### src/rtl/spi_cmd_ctrl.sv
// spi_cmd_ctrl: decodes one-byte SPI commands into reads/writes of a 3-entry register file.
// Optional build macro SPI_CMD_TIMEOUT_EN aborts a DATA phase that stalls for TIMEOUT_CYCLES clocks.
module spi_cmd_ctrl #(
    parameter logic [7:0]  MAGIC          = 8'hA5,
    parameter logic [23:0] TIMEOUT_CYCLES = 24'd12_000_000
) (
    input  logic       clk,
    input  logic       rst,
    input  logic       ce0,
    input  logic [7:0] data_incoming,
    input  logic [7:0] status_in,
    output logic [7:0] data_outgoing,
    output logic [7:0] reg0,
    output logic [7:0] reg1,
    output logic [7:0] reg2,
    output logic [2:0] wr_strobe,
    output logic       busy,
    output logic       timeout
);

    typedef enum logic {IDLE, DATA} state_t;

    state_t     state, state_n;
    logic       ce0_s1, ce0_s2, ce0_hist;
    logic       byte_done;
    logic [1:0] addr, addr_n;
    logic       wr, wr_n;
    logic [7:0] dout_n, reg0_n, reg1_n, reg2_n, rd_data;
    logic [2:0] strobe_n;

    // ce0 is asynchronous: two flops to resolve metastability, one more to find the rising edge
    always_ff @(posedge clk) begin
        if (rst) begin
            ce0_s1   <= 1'b1;
            ce0_s2   <= 1'b1;
            ce0_hist <= 1'b1;
        end else begin
            ce0_s1   <= ce0;
            ce0_s2   <= ce0_s1;
            ce0_hist <= ce0_s2;
        end
    end

    assign byte_done = ce0_s2 & ~ce0_hist;

    assign rd_data = data_incoming[1:0] == 2'd0 ? reg0 :
                     data_incoming[1:0] == 2'd1 ? reg1 :
                     data_incoming[1:0] == 2'd2 ? reg2 : status_in;

`ifdef SPI_CMD_TIMEOUT_EN
    logic [23:0] cnt, cnt_n;
    logic        timeout_n;

    // counter restarts at zero on every entry to DATA and runs only while DATA persists
    always_comb begin
        cnt_n = (state == DATA && state_n == DATA) ? cnt + 24'd1 : 24'd0;
    end

    // timeout pulse register and counter
    always_ff @(posedge clk) begin
        if (rst) begin
            cnt     <= 24'd0;
            timeout <= 1'b0;
        end else begin
            cnt     <= cnt_n;
            timeout <= timeout_n;
        end
    end
`else
    assign timeout = 1'b0;
`endif

    // next-state, register-file and outgoing-byte decisions
    always_comb begin
        state_n  = state;
        addr_n   = addr;
        wr_n     = wr;
        dout_n   = data_outgoing;
        reg0_n   = reg0;
        reg1_n   = reg1;
        reg2_n   = reg2;
        strobe_n = 3'b000;
`ifdef SPI_CMD_TIMEOUT_EN
        timeout_n = 1'b0;
`endif
        if (byte_done && state == IDLE) begin
            state_n = DATA;
            addr_n  = data_incoming[1:0];
            wr_n    = data_incoming[7];
            dout_n  = data_incoming[7] ? MAGIC : rd_data;
        end else if (byte_done) begin
            state_n = IDLE;
            dout_n  = MAGIC;
            if (wr && addr != 2'd3) begin
                reg0_n   = addr == 2'd0 ? data_incoming : reg0;
                reg1_n   = addr == 2'd1 ? data_incoming : reg1;
                reg2_n   = addr == 2'd2 ? data_incoming : reg2;
                strobe_n = 3'b001 << addr;
            end
        end
`ifdef SPI_CMD_TIMEOUT_EN
        else if (state == DATA && cnt == TIMEOUT_CYCLES - 24'd1) begin
            state_n   = IDLE;
            dout_n    = MAGIC;
            timeout_n = 1'b1;
        end
`endif
    end

    // state, register file and output registers
    always_ff @(posedge clk) begin
        if (rst) begin
            state         <= IDLE;
            addr          <= 2'd0;
            wr            <= 1'b0;
            data_outgoing <= MAGIC;
            reg0          <= 8'h00;
            reg1          <= 8'h00;
            reg2          <= 8'h00;
            wr_strobe     <= 3'b000;
            busy          <= 1'b0;
        end else begin
            state         <= state_n;
            addr          <= addr_n;
            wr            <= wr_n;
            data_outgoing <= dout_n;
            reg0          <= reg0_n;
            reg1          <= reg1_n;
            reg2          <= reg2_n;
            wr_strobe     <= strobe_n;
            busy          <= state_n == DATA;
        end
    end

endmodule

### config.mk
export PLATFORM = sky130hd
export DESIGN_NAME = spi_cmd_ctrl
export DESIGN_NICKNAME = d
export VERILOG_FILES = /design/src/rtl/spi_cmd_ctrl.sv
export SDC_FILE = /design/constraint.sdc
export NUM_CORES = 1
export LEC_CHECK = 0
export CORE_ASPECT_RATIO = 1.1
export CORE_MARGIN = 10
export CORE_UTILIZATION = 51
export CTS_BUF_LIST = sky130_fd_sc_hd__clkbuf_4
export DETAILED_ROUTE_END_ITERATION = 16
export GPL_ROUTABILITY_DRIVEN = 0
export PLACE_DENSITY = 0.91
export SYNTH_ARGS = -nofsm -noshare
export SYNTH_HDL_FRONTEND = slang
export SYNTH_SLANG_ARGS = --single-unit
### constraint.sdc
create_clock -name clk -period 4.2 [get_ports clk]
set_input_delay 0.63 -clock clk [delete_from_list [all_inputs] [get_ports clk]]
set_output_delay 0.63 -clock clk [all_outputs]
set_load 0.005 [all_outputs]
==> results of run 1 <==
==> flip-flops by register name (all words and copies together), names as in the netlist, 2 cells and up <==
register,count
data_outgoing,8
reg1,8
reg2,8
reg0,8
wr_strobe,3
addr,2
==> metal layers <==
layer,vias up,GRT usage,share of wire
li1,680,-,-
met1,698,0.154,0.40
met2,59,0.260,0.50
met3,9,0.0644,0.079
met4,0,0.0781,0.020
met5,-,0,0
==> where the power goes <==
| part | switching (mW) | internal, mW | leakage (nW) |
|---|---|---|---|
| clock | 0.120 | 0.0603 | 0.0308 |
| sequential | 0.00213 | 0.401 | 0.339 |
| combinational | 0.0213 | 0.0308 | 0.501 |
==> final cells by class <==
class | instances | area (um^2)
tap | 48 | 60.1
multi-input combinational | 108 | 872
sequential | 42 | 841
clock inverter | 2 | 10.0
clock buffer | 5 | 37.5
fill | 259 | 955
timing repair buffer | 56 | 556
==> cell usage in the layout, fill, tap and decap left out, types with 2 or more instances in the layout <==
cell             count
clkdlybuf4s50_1     54
mux4_2               8
or2_2                3
nand2b_1            26
clkinv_2             2
nor3_1               2
nor2b_1              2
o22a_1               4
and3b_1              2
dfxtp_1             42
nand3_1              8
a22o_1               4
buf_4                2
nor2_1               3
mux2i_1             18
a21oi_1             10
nand3b_1             2
o21ai_0              8
nand2_1              2
clkbuf_4             5
==> worst max-delay path, cell delays in order <==
cell and delay (ns):
clkdlybuf4s50_1 0.93, mux4_2 0.59, o22a_1 0.18
==> per-stage QoR <==
step,area (um^2),cells,worst slack [ns],utilization
after floorplan,1770,163,2.53,-
after global placement,2330,254,1.76,0.699
after detailed placement,2330,254,1.72,0.699
after CTS,2380,261,2.10,0.713
after global routing,2380,261,1.94,0.713
final,2380,261,2.10,0.713
==> logic make-up after synthesis <==
family / after synthesis / synth area share
multiplexers: 26 / 0.204
AND/OR/NAND/NOR: 55 / 0.193
flip-flops: 42 / 0.476
AO/OA/AOI/OAI: 26 / 0.0907
other: 1 / 0.00212
buffers and inverters: 13 / 0.0333
==> worst max path at each step <==
| stage | end | start |
|---|---|---|
| after floorplan | data_outgoing[1]$_SDFFE_PP0P_ | data_incoming[0] |
| after global placement | data_outgoing[0]$_SDFFE_PP1P_ | data_incoming[0] |
| after detailed placement | data_outgoing[0]$_SDFFE_PP1P_ | data_incoming[0] |
| after CTS | data_outgoing[0]$_SDFFE_PP1P_ | data_incoming[0] |
| after global routing | data_outgoing[4]$_SDFFE_PP0P_ | rst |
| final | data_outgoing[7]$_SDFFE_PP1P_ | data_incoming[0] |
==> out/summary.txt, run 1 <==
Hold Path Class -> reg -> reg
Final nets -> 232
Hold Path End -> ce0_s2$_SDFF_PP1_
Max transition margin -> 0.505
R2R Setup Slk -> 2.23 ns
layout cell share with drive strength beyond 1 -> 0.108
CTS tree -> done
TritonRoute pass-1 iters -> 4
final worst-path cycle share -> 0.500
Tot Pwr -> 0.636 mW
DP Wirelength -> 3.56 mm
first-pass GRT wire length -> 7.49 mm
count leader, synth -> dfxtp_1
Syn. warnings -> 0
die height -> 81.7 um
clk slew on worst S/H paths -> 0.11 ns
clock buffer depth -> 2
critical path arrival -> 2.34 ns
hold path start -> ce0_s1$_SDFF_PP1_
synthesized area -> 1770 um^2
vias in the first global route -> 1527
drt total wl -> 4.71 mm
Hold Buf Count CTS -> 0
Final TNS setup -> 0 ns
Min-Delay Path Depth -> 1
Main synth FF type -> dfxtp_1
vias per inst -> 5.54
Initial DRC Count -> 102
RSZ-0062 raised after global routing -> false
Worst Hold Margin -> 0.420 ns
Vias -> 1446
Rows -> 22
area grow syn2layout -> 34.6%
Startpoint Class -> input pin
largest net degree at the start of global routing -> 29
Synth async-reset ratio -> 0
EDFF count, synth -> 0
CTS sink count -> 42
Syn Inst Count -> 163
initial core utilization -> 0.530
Root Buffer -> clkbuf_4
start of the worst register-to-register path -> state$_SDFFE_PP0P_
cell taking the most area after synthesis -> dfxtp_1
Congestion Overflow GR -> 0
# IOs -> 56
Worst R2R End -> reg0[5]$_SDFFE_PP0P_
fmax -> 476 MHz
Pwr Density -> 268 nW/um^2
Post-CTS Setup Inserts -> 0
die area -> 6220 um^2
Routed Antenna Nets -> 0
Avg Cell Area, Syn -> 10.8 um^2
number of synthesized register bits -> 42
Tot GR Track Use -> 0.150
initial antenna violation count -> 0
status -> completed
worst ir drop on vdd -> 179 uV
Hold Fails Final Rpt -> 0
port bufs -> 54
Reg2Reg Depth -> 4
Pleak -> 0.871 nW
H-tree lvl count -> 2
top cell type's share of synthesized area -> 0.476
clk_skew -> 0.00922 ns
syn_nets -> 182
Slew @ Worst Pin -> 0.738 ns
Num CTS Buffers -> 5
Area contributors post-synth -> dfxtp_1 48%, mux2i_1 10%, mux4_2 10%
Die X-Extent -> 76.1 um
Clk Latency, worst-skew pair -> 0.34 ns
CTS resizes -> 0
CP Class -> in -> reg
Finish-stage setup viols -> 0
max-cap check violation count -> 0
Slew Limit Fails -> 0
DRC -> 0
wire per inst -> 18.0 um
Unique masters post-synth -> 25
CP required -> 4.44 ns
CP max FO -> 11
Setup crit end kind -> flip-flop
Core Area -> 3330 um^2
post-route minimum period -> 2.10 ns
sequential area share after synthesis -> 0.476
n_diodes -> 0
Commonest cells post-synth -> 42 x dfxtp_1, 26 x nand2b_1, 18 x mux2i_1
(Power assumes the default switching activity.)
==> run 2: changes to the inputs <==
CORE_UTILIZATION = 43   (was 51)
PLACE_DENSITY = 0.82   (was 0.91)
clock period = 1.8 ns   (was 4.2 ns; I/O delays follow)
==> out/summary.txt, run 2 (synthesis results as in run 1) <==
DP Wirelength -> 3.49 mm
most frequent cells in the layout -> 54 x clkdlybuf4s50_1, 42 x dfxtp_1, 26 x nand2b_1
Internal -> 1.19 mW
Die X-Extent -> 81.1 um
Worst path top cell family by delay -> buffers and inverters
Max transition margin -> 0.649
CP Class -> reg -> out
Finished Cell Area -> 2470 um^2
drt total wl -> 4.53 mm
Post-CTS Setup Inserts -> 0
Final nets -> 242
worst ir drop on vdd -> 408 uV
H-tree lvl count -> 2
Num CTS Buffers -> 5
Placed Area -> 2420 um^2
commonest non-fill, non-tap cell in the layout -> clkdlybuf4s50_1
Slowest-stage cell, CP -> clkdlybuf4s50_1
layout cell share with drive strength beyond 1 -> 0.148
Critical Path, Cell by Cell -> clkdlybuf4s50_1
Finish-stage setup viols -> 0
Tot GR Track Use -> 0.136
# IOs -> 56
Critical Path Max Stage Delay -> 0.53 ns
clk slew on worst S/H paths -> 0.10 ns
CTS tree -> done
port bufs -> 54
largest net degree at the start of global routing -> 28
Slew @ Worst Pin -> 0.522 ns
Filler Cell Count -> 350
Rows -> 24
status -> completed
Clk Latency, worst-skew pair -> 0.35 ns
clk_skew -> 0.0139 ns
switching power -> 0.333 mW
post-route minimum period -> 1.56 ns
DRC -> 0
Root Buffer -> clkbuf_4
CP required -> 1.53 ns
Core Area -> 3960 um^2
Net Sw Frac -> 0.218
Setup crit end kind -> primary output
initial antenna violation count -> 0
max-cap check violation count -> 0
vias in the first global route -> 1507
CP max FO -> 6
first-pass GRT wire length -> 7.49 mm
TritonRoute pass-1 iters -> 4
Hold Path Class -> reg -> reg
part of the power in the clock network -> 0.298
die area -> 7070 um^2
critical path arrival -> 1.29 ns
RSZ-0062 raised after global routing -> false
Setup WS pre-CTS -> 0.0427 ns
Slew Limit Fails -> 0
Final TNS setup -> 0 ns
Vias -> 1423
final worst-path cycle share -> 0.865
CP Buf/Inv Count -> 1
Seq pwr share -> 0.616
Pwr Density -> 617 nW/um^2
Initial DRC Count -> 77
Hold Fails Final Rpt -> 0
Pleak -> 0.924 nW
area grow syn2layout -> 40.1%
die height -> 87.2 um
n_diodes -> 0
combinational power share -> 0.086
Hold Buf Count CTS -> 0
Congestion Overflow GR -> 0
setup ws final -> 0.244 ns
CTS sink count -> 42
CTS resizes -> 0
fmax -> 643 MHz
Startpoint Class -> flip-flop
wire per inst -> 16.5 um
clock buffer depth -> 2
initial core utilization -> 0.445
Routed Antenna Nets -> 0
vias per inst -> 5.17
-- run 2: cell type report --
type	count	area, um^2	share of cell area
Tap cell	52	65.1	0.0263
Timing Repair Buffer	66	643	0.260
Clock buffer	7	52.6	0.0212
Multi-Input combinational cell	108	872	0.353
Sequential cell	42	841	0.340
-- run 2: routing by layer --
| layer | routed length (um) | global-route usage |
|---|---|---|
| met1 | 1900 | 0.156 |
| met5 | 0 | 0 |
| met3 | 347 | 0.0413 |
| met4 | 74 | 0.0630 |
| met2 | 2210 | 0.224 |
-- run 2: through the flow --
step	total power, mW	util	instances	hold slack, ns
3_3_place_gp	1.09	0.611	268	0.394
4_1_cts	1.54	0.624	275	0.419
3_5_place_dp	1.09	0.611	268	0.393
6_report	1.53	0.624	275	0.417
5_1_grt	1.59	0.624	275	0.441
2_1_floorplan	1.02	-	163	0.374
-- run 2: worst paths after layout --
kind	from	end	slack, ns	depth (start not counted)
setup reg to reg	ce0_s2$_SDFF_PP1_	data_outgoing[6]$_SDFFE_PP0P_	0.32	3
hold / removal	ce0_s1$_SDFF_PP1_	ce0_s2$_SDFF_PP1_	0.42	1
hold reg to reg	ce0_s1$_SDFF_PP1_	ce0_s2$_SDFF_PP1_	0.42	1
setup / recovery	state$_SDFFE_PP0P_	busy	0.24	1
-- run 2: power groups by stage --
stage | Combinational [mW] | Clock, mW | Sequential (mW)
after floorplan | 0.0635 | 0 | 0.961
after global placement | 0.131 | 0 | 0.962
after detailed placement | 0.133 | 0 | 0.962
after CTS | 0.133 | 0.465 | 0.941
after global routing | 0.142 | 0.505 | 0.942
final | 0.132 | 0.455 | 0.941
==> run 3: changes to the inputs <==
PLACE_DENSITY = 0.78   (was 0.82)
==> out/summary.txt, run 3 (synthesis results as in run 1) <==
status -> completed
critical path arrival -> 1.32 ns
Congestion Overflow GR -> 0
Placed Area -> 2420 um^2
Slew @ Worst Pin -> 0.532 ns
port bufs -> 54
Rows -> 24
H-tree lvl count -> 2
fmax -> 630 MHz
Slew Limit Fails -> 0
max-cap check violation count -> 0
Num CTS Buffers -> 5
CTS resizes -> 0
Critical Path, Cell by Cell -> clkdlybuf4s50_1
TritonRoute pass-1 iters -> 4
Slowest-stage cell, CP -> clkdlybuf4s50_1
Max transition margin -> 0.642
CP Class -> reg -> out
CP max FO -> 6
CTS tree -> done
Die X-Extent -> 81.1 um
most frequent cells in the layout -> 54 x clkdlybuf4s50_1, 42 x dfxtp_1, 26 x nand2b_1
Startpoint Class -> flip-flop
first-pass GRT wire length -> 7.73 mm
drt total wl -> 4.78 mm
CTS sink count -> 42
Worst path top cell family by delay -> buffers and inverters
die area -> 7070 um^2
Routed Antenna Nets -> 0
Finished Cell Area -> 2500 um^2
n_diodes -> 0
Hold Path Class -> reg -> reg
Final nets -> 242
Initial DRC Count -> 106
worst ir drop on vdd -> 418 uV
layout cell share with drive strength beyond 1 -> 0.152
Pwr Density -> 669 nW/um^2
CP Buf/Inv Count -> 1
clk_skew -> 0.0116 ns
Tot GR Track Use -> 0.142
wire per inst -> 17.3 um
largest net degree at the start of global routing -> 28
Vias -> 1458
post-route minimum period -> 1.59 ns
die height -> 87.2 um
initial antenna violation count -> 0
Critical Path Max Stage Delay -> 0.54 ns
RSZ-0062 raised after global routing -> false
vias per inst -> 5.28
Worst Hold Margin -> 0.430 ns
DP Wirelength -> 3.64 mm
Final TNS setup -> 0 ns
Clk Latency, worst-skew pair -> 0.36 ns
DRC -> 0
clock buffer depth -> 2
commonest non-fill, non-tap cell in the layout -> clkdlybuf4s50_1
area grow syn2layout -> 41.5%
Root Buffer -> clkbuf_4
initial core utilization -> 0.445
Finish-stage setup viols -> 0
CP required -> 1.53 ns
Setup crit end kind -> primary output
final worst-path cycle share -> 0.882
Hold Buf Count CTS -> 0
clk slew on worst S/H paths -> 0.12 ns
Pleak -> 0.937 nW
Core Area -> 3960 um^2
vias in the first global route -> 1548
Post-CTS Setup Inserts -> 0
Hold Fails Final Rpt -> 0
Tot Pwr -> 1.67 mW
# IOs -> 56
-- run 3: final timing paths --
| kind | startpoint | endpoint | slack, ns | cells past startpoint |
|---|---|---|---|---|
| worst max-delay path | state$_SDFFE_PP0P_ | busy | 0.21 | 1 |
| worst min register to register | ce0_s1$_SDFF_PP1_ | ce0_s2$_SDFF_PP1_ | 0.43 | 1 |
| worst min-delay path | ce0_s1$_SDFF_PP1_ | ce0_s2$_SDFF_PP1_ | 0.43 | 1 |
| worst max register to register | ce0_s2$_SDFF_PP1_ | data_outgoing[3]$_SDFFE_PP0P_ | 0.28 | 3 |
-- run 3: layout make-up --
cell class / count / area [um^2]
fillers: 363 / 1470
multi-input cells: 108 / 872
flip-flops and latches: 42 / 841
repair buffers: 66 / 643
well taps: 52 / 65.1
clock inverters: 3 / 40.0
clock buffers: 5 / 37.5
-- run 3: per-layer routing --
| metal | wire, um | track usage | part of all wire | vias up |
|---|---|---|---|---|
| met5 | 0 | 0 | 0 | - |
| met4 | 105 | 0.0693 | 0.022 | 0 |
| met3 | 373 | 0.0506 | 0.078 | 10 |
| met2 | 2330 | 0.234 | 0.49 | 56 |
| met1 | 1980 | 0.157 | 0.41 | 692 |
| li1 | - | - | - | 700 |
-- run 3: report_power, final --
group,internal [mW],switching (mW)
combinational,0.0810,0.0509
sequential,0.936,0.00536
clock,0.288,0.312
-- run 3: through the flow --
stage / std cells / util / worst slack, ns
final: 276 / 0.630 / 0.213
after global routing: 276 / 0.630 / 0.154
after CTS: 276 / 0.630 / 0.198
after detailed placement: 268 / 0.611 / 0.0472
after global placement: 268 / 0.611 / 0.0627
after floorplan: 163 / - / 0.302
